## config.mk

```make
export PLATFORM = sky130hd
export DESIGN_NAME = loop_seq_ctrl
export DESIGN_NICKNAME = d
export VERILOG_FILES = /design/src/rtl/loop_seq_ctrl.sv
export SDC_FILE = /design/constraint.sdc
export NUM_CORES = 1
export LEC_CHECK = 0
export CAP_MARGIN = 20
export CORE_MARGIN = 3
export CORE_UTILIZATION = 52
export CTS_BUF_LIST = sky130_fd_sc_hd__clkbuf_8 sky130_fd_sc_hd__clkbuf_16
export DETAILED_ROUTE_END_ITERATION = 8
export GPL_TIMING_DRIVEN = 0
export PLACE_DENSITY = 0.79
export SETUP_SLACK_MARGIN = 0.4
export SLEW_MARGIN = 20
export SYNTH_ARGS = -nofsm -noshare
export SYNTH_HDL_FRONTEND = slang
export SYNTH_SLANG_ARGS = --single-unit
```

## constraint.sdc

```tcl
create_clock -name clk -period 1.9 [get_ports clk]
set_input_delay 0.285 -clock clk [delete_from_list [all_inputs] [get_ports clk]]
set_output_delay 0.285 -clock clk [all_outputs]
set_load 0.01 [all_outputs]
```

## src/rtl/loop_seq_ctrl.sv

```systemverilog
// loop_seq_ctrl: start/done sequencer for the bounded i/sn counting loop
module loop_seq_ctrl #(
    parameter int W       = 8,
    parameter int TO_W    = 4,
    parameter int TIMEOUT = 12
) (
    input  logic         clk,
    input  logic         rst,
    input  logic         start_valid,
    output logic         start_ready,
    input  logic [W-1:0] n_in,
    input  logic         step_en,
    input  logic         abort,
    output logic         busy,
    output logic [W-1:0] i,
    output logic [W-1:0] sn,
    output logic         done,
    output logic         timeout,
    output logic         err
);
    typedef enum logic [1:0] {IDLE, RUN, FIN} state_t;

    localparam logic [TO_W-1:0] WD_LAST = TO_W'(TIMEOUT - 1);

    state_t        state, state_nxt;
    logic [W-1:0]  n_reg, n_nxt, i_nxt, sn_nxt;
    logic [TO_W-1:0] wdog, wdog_nxt;
    logic          done_nxt, timeout_nxt, err_nxt;

    assign start_ready = state == IDLE;
    assign busy        = state == RUN;

    // register state, loop datapath, pulses and the sticky error flag
    always_ff @(posedge clk or negedge rst) begin
        if (!rst) begin
            state   <= IDLE;
            n_reg   <= '0;
            i       <= '0;
            sn      <= '0;
            wdog    <= '0;
            done    <= 1'b0;
            timeout <= 1'b0;
            err     <= 1'b0;
        end else begin
            state   <= state_nxt;
            n_reg   <= n_nxt;
            i       <= i_nxt;
            sn      <= sn_nxt;
            wdog    <= wdog_nxt;
            done    <= done_nxt;
            timeout <= timeout_nxt;
            err     <= err_nxt;
        end
    end

    // next state and datapath: abort beats completion beats stepping beats watchdog
    always_comb begin
        state_nxt   = state;
        n_nxt       = n_reg;
        i_nxt       = i;
        sn_nxt      = sn;
        wdog_nxt    = wdog;
        done_nxt    = 1'b0;
        timeout_nxt = 1'b0;
        err_nxt     = err | (state == RUN && sn != i);
        case (state)
            IDLE: if (start_valid) begin
                n_nxt     = n_in;
                i_nxt     = '0;
                sn_nxt    = '0;
                wdog_nxt  = '0;
                state_nxt = RUN;
            end
            RUN: begin
                if (abort) begin
                    state_nxt = IDLE;
                end else if (step_en) begin
                    if (i == n_reg) begin
                        state_nxt = FIN;
                        done_nxt  = 1'b1;
                    end else begin
                        i_nxt    = i + 1'b1;
                        sn_nxt   = sn + 1'b1;
                        wdog_nxt = '0;
                    end
                end else begin
                    wdog_nxt = wdog + 1'b1;
                    if (wdog == WD_LAST) begin
                        state_nxt   = IDLE;
                        timeout_nxt = 1'b1;
                    end
                end
            end
            FIN:     state_nxt = IDLE;
            default: state_nxt = IDLE;
        endcase
    end
endmodule

```

==> results of run 1 <==
==> routing by layer <==
metal | global-route usage | overflow
met5 | 0.0139 | 0
met2 | 0.860 | 18
met4 | 0.692 | 18
met3 | 0.501 | 0
met1 | 0.667 | 0
==> cell families after synthesis <==
family                   Yosys count  share of synthesized area
adder cells (fa/ha/maj)            3                     0.0204
flip-flops                        33                      0.448
XOR/XNOR                          17                     0.0848
buffers and inverters             17                     0.0468
AO/OA/AOI/OAI                     46                      0.172
AND/OR/NAND/NOR                   81                      0.228
==> cells in the mapped netlist (2+ instances only) <==
| master | number |
|---|---|
| nand2_1 | 38 |
| dfrtp_1 | 33 |
| xnor2_1 | 16 |
| o21ai_0 | 15 |
| nand3_1 | 12 |
| inv_1 | 8 |
| a31oi_1 | 6 |
| nor2_1 | 6 |
| nor3_1 | 6 |
| nand2b_1 | 5 |
| o31ai_1 | 4 |
| a21oi_1 | 3 |
| a22o_1 | 3 |
| clkbuf_1 | 3 |
| ha_1 | 3 |
| nand4_1 | 3 |
| o211ai_1 | 3 |
| buf_6 | 2 |
| clkbuf_2 | 2 |
| nand3b_1 | 2 |
| nand4_4 | 2 |
| o2bb2ai_1 | 2 |
| o311ai_0 | 2 |
| o41ai_1 | 2 |
| or4_1 | 2 |
==> stage by stage <==
step                utilization  TNS [ns]  setup WS, ns
global placement          0.727     -3.19        -0.234
floorplan                     -         0         0.302
CTS                       0.881         0         0.168
detailed placement        0.726     -1.67        -0.268
==> timing repair <==
item / CTS
setup buffers: 30
pin swaps: 27
setup endpoints to repair: 34
resized for setup: 60
endpoints found under the hold margin: 0
==> results.md, run 1 <==
- Post-GRT worst EP: state[0]$_DFFE_PN0P_/D
- Initial antenna violation count: 1
- GPL Wtd Cong: 0.849
- Synth area leaders: dfrtp_1, nand2_1, xnor2_1
- Starting density of the core: 0.576
- Placed Cells incl. Taps: approximately 270
- Chip height: roughly 66 microns
- HPWL after DPL: 3320 microns
- Sequential-to-total area share from yosys stat: 0.448
- Syn_nets: about 210
- Chip width: 65.6 microns
- Total CTS buffers: 5
- Ys async rst share: 1.00
- Fail Step: global routing (5_1_grt)
- Post-Place Cell Area: about 0.0023 sq mm
- Hold-fix buffers, CTS: 0
- GRT overflow: 36
- Synth Cell Area: between 0.0015 and 0.002 sq mm
- Outcome: stopped before the end
- Syn Area/Cell: between 9 and 10 sq um
- Root Driver: clkbuf_8
- First Err: [ERROR GRT-0232] Routing congestion too high. Check the congestion heatmap in the GUI.
- EDFF count, synth: 0
- Cells after Synth: a little under 200
- CTS Buffer Depth: 2
- Worst endpoint pin kind: sequential cell input
- Post-synth top area share: 0.448
- Ports: 34
- Largest net degree at the start of global routing: 34
- Gr usage total: 0.673
- Row cnt: 20
- Distinct cells, synth: 39
- Post-synthesis register bit count: 33
- Clk sinks: 33
- Post-synth top flop: dfrtp_1
- H-tree depth: 2
- Cell taking the most area after synthesis: dfrtp_1
- Ys Warns: 0
- PortBufs: 33
==> run 2: changes to the inputs <==
CORE_UTILIZATION = 40   (was 52)
CTS_BUF_LIST = unset   (was sky130_fd_sc_hd__clkbuf_8 sky130_fd_sc_hd__clkbuf_16)
PLACE_DENSITY = unset   (was 0.79)
PLACE_DENSITY_LB_ADDON = 0.15   (was unset)
SETUP_SLACK_MARGIN = unset   (was 0.4)
==> run 2 against run 1 <==
The run now ends clean. Synthesized area unchanged. Synthesized cell count unchanged.
==> results.md, run 2 <==
- Synth area leaders: dfrtp_1, nand2_1, xnor2_1 (unchanged)
- Core box area: between 0.004 and 0.005 sq mm
- Max Fclk: 0.559 GHz
- Synth cell count leaders: nand2_1, dfrtp_1, xnor2_1, o21ai_0, nand3_1 (unchanged)
- Ys async rst share: 1.00 (unchanged)
- PortBufs: 33 (unchanged)
- Post-synth top flop: dfrtp_1 (unchanged)
- Max Clock Skew: between 0.005 and 0.006 ns
- Total CTS buffers: 5 (unchanged)
- CTS Buffer Depth: 2 (unchanged)
- H-tree depth: 2 (unchanged)
- Gr usage total: 0.171
- Worst path cell trace: nand2b_4 > inv_2 > clkbuf_8 > dlygate4sd2_1
- Clock network fraction of total power: 0.192
- Skew-Pair Late Insertion Delay: between 0.2 and 0.3 ns
- Cells after Synth: 197 (unchanged)
- Starting density of the core: 0.418 (was 0.576)
- Syn Area/Cell: 9.36 sq um (unchanged)
- Chip width: 73.9 microns (was 65.6 microns)
- First-pass GRT wire length: slightly above 7000 microns
- Distinct cells, synth: 39 (unchanged)
- Post-DR vias/cell: about 5.5
- # DRC: 0
- Clock transition at the registers of the reported paths: around 0.070 ns
- Final hold vios: 0
- Peak supply drop: 523 uV
- # diodes: 0
- Die area: 0.00546 sq mm
- Cell taking the most area after synthesis: dfrtp_1 (unchanged)
- Initial antenna violation count: 0
- Chip height: 73.9 microns (was 65.6 microns)
- Final cell count without fillers: 296
- Detailed Route Iter0 Violations: 130
- Synth Cell Area: 0.00184 sq mm (unchanged)
- GRT busiest layer: met2
- Most frequent cells in the layout: nand2_1, dfrtp_1, clkdlybuf4s50_1
- First-pass DRT Iterations: 4
- Commonest non-fill, non-tap cell in the layout: nand2_1
- Via count: between 1.5k and 2k
- Switching Fraction: 0.390
- Worst Setup End Kind: output pin
- NumNets Final: 259
- Worst-Margin Slew: around 0.45 ns
- Combinational share of power: 0.468
- Antenna Nets Post-Route: 0
- Crit path largest cell delay: roughly 0.46 ns
- Setup slack, reg-to-reg: between 0.1 and 0.15 ns
- R2r endpoint: i[1]$_DFFE_PN0P_
- Max-cap violations: 0
- Largest net degree at the start of global routing: 25
- Final Critical Period: 1.79 ns
- Ports: 34 (unchanged)
- P per Cell Area: between 1000 and 1500 mW/mm^2
- R2r worst-path depth: 7
- CP arrival: approximately 1.5 ns
- CP max-delay cell: dfrtp_2
- Worst slew margin: 0.699
- Sequential-to-total area share from yosys stat: 0.448 (unchanged)
- Met1 Use GR: 0.242
- Syn_nets: 213 (unchanged)
- Ys Warns: 0 (unchanged)
- Post-synthesis register bit count: 33 (unchanged)
- Worst min-delay path category: in2async
- Crit path from: state[1]$_DFFE_PN0P_
- Post-synth top area share: 0.448 (unchanged)
- Placed Cells incl. Taps: 283 (was 274)
- Slew Viols, Final: 0
- Vias in the first global route: 1,462
- Setup WS post-layout: around 0.11 ns
- Row cnt: 24 (was 20)
- Outcome: finished clean (was stopped before the end)
- Fraction of layout cells with a size suffix above 1: 0.152
- Startpoint Class: flop
- Setup tns final: 0 ns
- GPL Wtd Cong: 0.837 (was 0.849)
- Detailed Route WL: between 4000 and 5000 microns
- Root Driver: clkbuf_8 (unchanged)
- Wirelength per Cell: between 10 and 15 microns
- Flop pwr share: 0.340
- WP data required: 1.62 ns
- GRT overflow: 0
- Place WS: -0.371 ns (was -0.268 ns)
- Fin crit share: 0.941
- Clk sinks: 33 (unchanged)
- CTS tree: yes
- Worst Path Max Fanout: 10
- R2r startpoint: i[0]$_DFFE_PN0P_
- Worst Setup EP: busy
- Critical path type: reg2out
- EDFF count, synth: 0 (unchanged)
- Top delay family on crit path: buffers and inverters
- HPWL after DPL: 3100 microns (was 3320 microns)
- Layout fillers: 420
- Endpoints failing setup: 0
- GR Layer Usage met3: 0.0438
- Switching Power: 1.18 mW
- Area grow syn2layout: 33.9%
- Critical path depth: 4
- Top-count cell post-synth: nand2_1 (unchanged)
- Int Power: ~1.8 mW
- Leak pwr: just over 1 nW
- GR Util met2: 0.254
- WP buf/inv: 3
## run 2: stage by stage
step	instance area (sq um)	power, mW	hold slack, ns	util
2_1_floorplan	1840	1.82	-0.0106	-
3_3_place_gp	2240	2.19	0.450	0.507
4_1_cts	2400	2.87	0.408	0.544
6_report	2470	3.02	0.401	0.560
3_5_place_dp	2250	2.21	0.169	0.511
5_1_grt	2470	3.24	0.418	0.560
## run 2: worst min-delay path by stage
stage / depth (start not counted) / to / startpoint
after global routing: 2 / sn[3]$_DFFE_PN0P_ / rst
final: 2 / sn[3]$_DFFE_PN0P_ / rst
after detailed placement: 1 / sn[3]$_DFFE_PN0P_ / rst
after CTS: 2 / sn[3]$_DFFE_PN0P_ / rst
after floorplan: 0 / done$_DFF_PN0_ / rst
after global placement: 1 / err$_DFF_PN0_ / err$_DFF_PN0_
## run 2: per-layer routing
metal / part of all wire / vias up
li1: - / 795
met5: 0 / -
met2: 0.47 / 43
met1: 0.48 / 792
met4: 0.0072 / 0
met3: 0.048 / 4
## run 2: worst reg2reg max path, cell delays in order (launching register included)
cell and delay, ns:
dfrtp_1 0.40, clkbuf_2 0.19, xnor2_2 0.24, nand4_4 0.19, nor2_4 0.16, buf_6 0.15, nor2_1 0.10, a22o_1 0.24
## run 2: power by group through the flow
| stage | sequential, mW | combinational, mW | clock [mW] |
|---|---|---|---|
| floorplan | 1.01 | 0.811 | 0 |
| global placement | 1.01 | 1.18 | 0 |
| detailed placement | 1.02 | 1.19 | 0 |
| CTS | 1.01 | 1.26 | 0.598 |
| global route | 1.05 | 1.57 | 0.630 |
| finish | 1.02 | 1.41 | 0.579 |
## run 2: cells by family after synthesis
| family | count (synthesis) | synth area share |
|---|---|---|
| fa+ha+maj | 3 | 0.0204 |
| buf+inv | 17 | 0.0468 |
| compound gates | 46 | 0.172 |
| flops | 33 | 0.448 |
| simple gates | 81 | 0.228 |
| xor+xnor | 17 | 0.0848 |
## run 2: timing repair
action / CTS / global route
buffers inserted: 0 / 4
hold buffers: 1 / 0
gates resized for setup: 10 / 6
hold endpoints to repair: 9 / 0
pin swaps: 0 / 2
endpoints found under the setup margin: 6 / 13
## run 2: area by class of cell
cell class	count	area, sq um	share of cell area
multi-input combinational	147	996	0.403
timing repair buffer	39	384	0.156
buffer	9	66.3	0.0268
inverter	8	30.0	0.0122
clock buffer	7	96.3	0.0390
tap	52	65.1	0.0263
sequential	33	827	0.335
clock inverter	1	5.00	0.00203
Power figures use the tool's default switching activity.
==> run 3: changes to the inputs <==
==> constraint.sdc (replaced) <==
create_clock -name clk -period 1.9 [get_ports clk]
set_input_delay 0.19 -clock clk [delete_from_list [all_inputs] [get_ports clk]]
set_output_delay 0.19 -clock clk [all_outputs]
set_load 0.01 [all_outputs]
==> run 3 against run 2 <==
Clock skew about the same. Largest cell class unchanged. Via count decreased by 0.43%. Flip-flop and latch count unchanged. Highest routed layer unchanged. Count of clock-buffer cells in the layout unchanged. Critical path type is now reg2reg. Register-to-register slack about the same. Global-route usage unchanged.
==> results.md, run 3 (same netlist as run 2, synthesis figures left out) <==
- Post-Place Cell Area: 0.00225 sq mm (unchanged)
- Max Clock Skew: 0.00597 ns (was 0.00592 ns)
- Total CTS buffers: 5 (unchanged)
- CTS tree: yes (unchanged)
- Fin area: 0.00247 sq mm (about the same)
- Place WS: -0.276 ns (was -0.371 ns)
- Clk sinks: 33 (unchanged)
- Skew-Pair Late Insertion Delay: 0.29 ns (was 0.28 ns)
- Endpoints failing setup: 0 (unchanged)
- P per Cell Area: 1220 mW/mm^2 (about the same)
- CP arrival: 1.96 ns (was 1.50 ns)
- Core Util, Final: 0.559 (was 0.560)
- HPWL after DPL: 3100 microns (unchanged)
- Setup WS post-layout: 0.116 ns (was 0.111 ns)
- Ports: 34 (unchanged)
- Gr usage total: 0.171 (unchanged)
- CTS Buffer Depth: 2 (unchanged)
- First-pass GRT wire length: 7100 microns (unchanged)
- Layout fillers: 420 (unchanged)
- Starting density of the core: 0.418 (unchanged)
- Max Fclk: 0.561 GHz (was 0.559 GHz)
- Critical path type: reg2reg (was reg2out)
- Initial antenna violation count: 0 (unchanged)
- Crit path largest cell delay: 0.45 ns (was 0.46 ns)
- Worst Path Max Fanout: 7 (was 10)
- Worst path cell trace: nand2b_1 > a21oi_1 > o31ai_4 > nand2b_1 > a22o_1 (was nand2b_4 > inv_2 > clkbuf_8 > dlygate4sd2_1)
- Die area: 0.00546 sq mm (unchanged)
- Row cnt: 24 (unchanged)
- CP max-delay cell: dfrtp_1 (was dfrtp_2)
- Fraction of layout cells with a size suffix above 1: 0.148 (was 0.152)
- Worst hold slack: 0.300 ns (was 0.401 ns)
- Max-cap violations: 0 (unchanged)
- Outcome: finished clean (unchanged)
- Top delay family on crit path: compound AO/OA/AOI/OAI gates (was buffers and inverters)
- Chip height: 73.9 microns (unchanged)
- # diodes: 0 (unchanged)
- Final cell count without fillers: 296 (unchanged)
- WP data required: 2.08 ns (was 1.62 ns)
- Antenna Nets Post-Route: 0 (unchanged)
- Via count: 1,627 (was 1,634)
- Worst Setup End Kind: flop (was output pin)
- Most frequent cells in the layout: nand2_1, dfrtp_1, clkdlybuf4s50_1 (unchanged)
- # DRC: 0 (unchanged)
- Core box area: 0.00441 sq mm (unchanged)
- Commonest non-fill, non-tap cell in the layout: nand2_1 (unchanged)
- Detailed Route Iter0 Violations: 175 (was 130)
- Placed Cells incl. Taps: 283 (unchanged)
- PortBufs: 33 (unchanged)
- First-pass DRT Iterations: 6 (was 4)
- Worst-Margin Slew: 0.465 ns (was 0.452 ns)
- H-tree depth: 2 (unchanged)
- Detailed Route WL: 4300 microns (was 4310 microns)
- Slew Viols, Final: 0 (unchanged)
- Worst min-delay path category: in2async (unchanged)
- Setup tns final: 0 ns (unchanged)
- Final hold vios: 0 (unchanged)
- Startpoint Class: flop (unchanged)
- Post-DR vias/cell: 5.50 (was 5.52)
- GPL Wtd Cong: 0.837 (unchanged)
- Final Critical Period: 1.78 ns (was 1.79 ns)
- GRT overflow: 0 (unchanged)
- NumNets Final: 259 (unchanged)
- Root Driver: clkbuf_8 (unchanged)
- Cell mode on critical path: nand2b_1
- Wirelength per Cell: 14.5 microns (was 14.6 microns)
- Chip width: 73.9 microns (unchanged)
- Peak supply drop: 521 uV (was 523 uV)
- WP buf/inv: 0 (was 3)
- Clock transition at the registers of the reported paths: 0.07 ns (about the same)
- Leak pwr: 1.01 nW (about the same)
- Worst slew margin: 0.690 (was 0.699)
- Vias in the first global route: 1,462 (unchanged)
- Fin crit share: 0.939 (was 0.941)
- Area grow syn2layout: 33.7% (was 33.9%)
- Largest net degree at the start of global routing: 25 (unchanged)
- Design Power: 3.02 mW (about the same)
==> run 3: cell counts in the layout (fill, tap and decap cells not counted) <==
Identical to the previous run, type by type.
==> run 3: worst register-to-register path, delay by kind of cell (launching register included) <==
family / cells / cell delay, ns
compound gates: 3 / 0.82
simple gates: 2 / 0.41
flops: 1 / 0.45
==> run 3: final cells by class <==
| type | instances | area (sq um) | area share |
|---|---|---|---|
| inverter | 8 | 30.0 | 0.0122 |
| multi-input combinational | 147 | 992 | 0.402 |
| clock inverter | 1 | 5.00 | 0.00203 |
| tap | 52 | 65.1 | 0.0264 |
| sequential | 33 | 827 | 0.335 |
| buffer | 9 | 66.3 | 0.0269 |
| clock buffer | 7 | 96.3 | 0.0391 |
| timing repair buffer | 39 | 384 | 0.156 |
==> run 3: worst paths after layout <==
| path | from | end | slack (ns) | depth (start not counted) |
|---|---|---|---|---|
| worst max register to register | state[0]$_DFFE_PN0P_ | i[7]$_DFFE_PN0P_ | 0.12 | 5 |
| worst min register to register | err$_DFF_PN0_ | err$_DFF_PN0_ | 0.46 | 1 |
| worst max-delay path | state[0]$_DFFE_PN0P_ | i[7]$_DFFE_PN0P_ | 0.12 | 5 |
| max in group asynchronous | rst | state[1]$_DFFE_PN0P_ | 1.18 | 3 |
| min in group clk | n_in[5] | n_reg[5]$_DFFE_PN0P_ | 0.42 | 3 |
| worst min-delay path | rst | sn[3]$_DFFE_PN0P_ | 0.30 | 2 |
==> run 3: where the power goes <==
part           switching (mW)  leakage, nW  internal [mW]
logic                   0.746        0.515          0.659
registers               0.173        0.441          0.852
clock network           0.259       0.0542          0.327
==> run 3: what timing repair did <==
| action | CTS | global route |
|---|---|---|
| pin swaps | 0 | 2 |
| endpoints found under the hold margin | 9 | 0 |
| gates resized for setup | 10 | 5 |
| setup buffers | 0 | 4 |
| cloned | 0 | 0 |
| hold buffers | 1 | 0 |
| setup endpoints to repair | 6 | 13 |
==> run 3: per-layer routing <==
metal / GRT usage / routed length [microns] / vias to the layer above
met3: 0.0438 / 204 / 6
met5: 0 / 0 / -
met1: 0.242 / 2050 / 791
met4: 0.0543 / 60 / 0
met2: 0.254 / 1990 / 35
li1: - / - / 795
==> run 4: changes to the inputs <==
CTS_BUF_LIST = sky130_fd_sc_hd__clkbuf_2 sky130_fd_sc_hd__clkbuf_4 sky130_fd_sc_hd__clkbuf_8   (was unset)
==> results of run 4 <==
No change in the layout: final DEF, timing and power equal those of run 3.
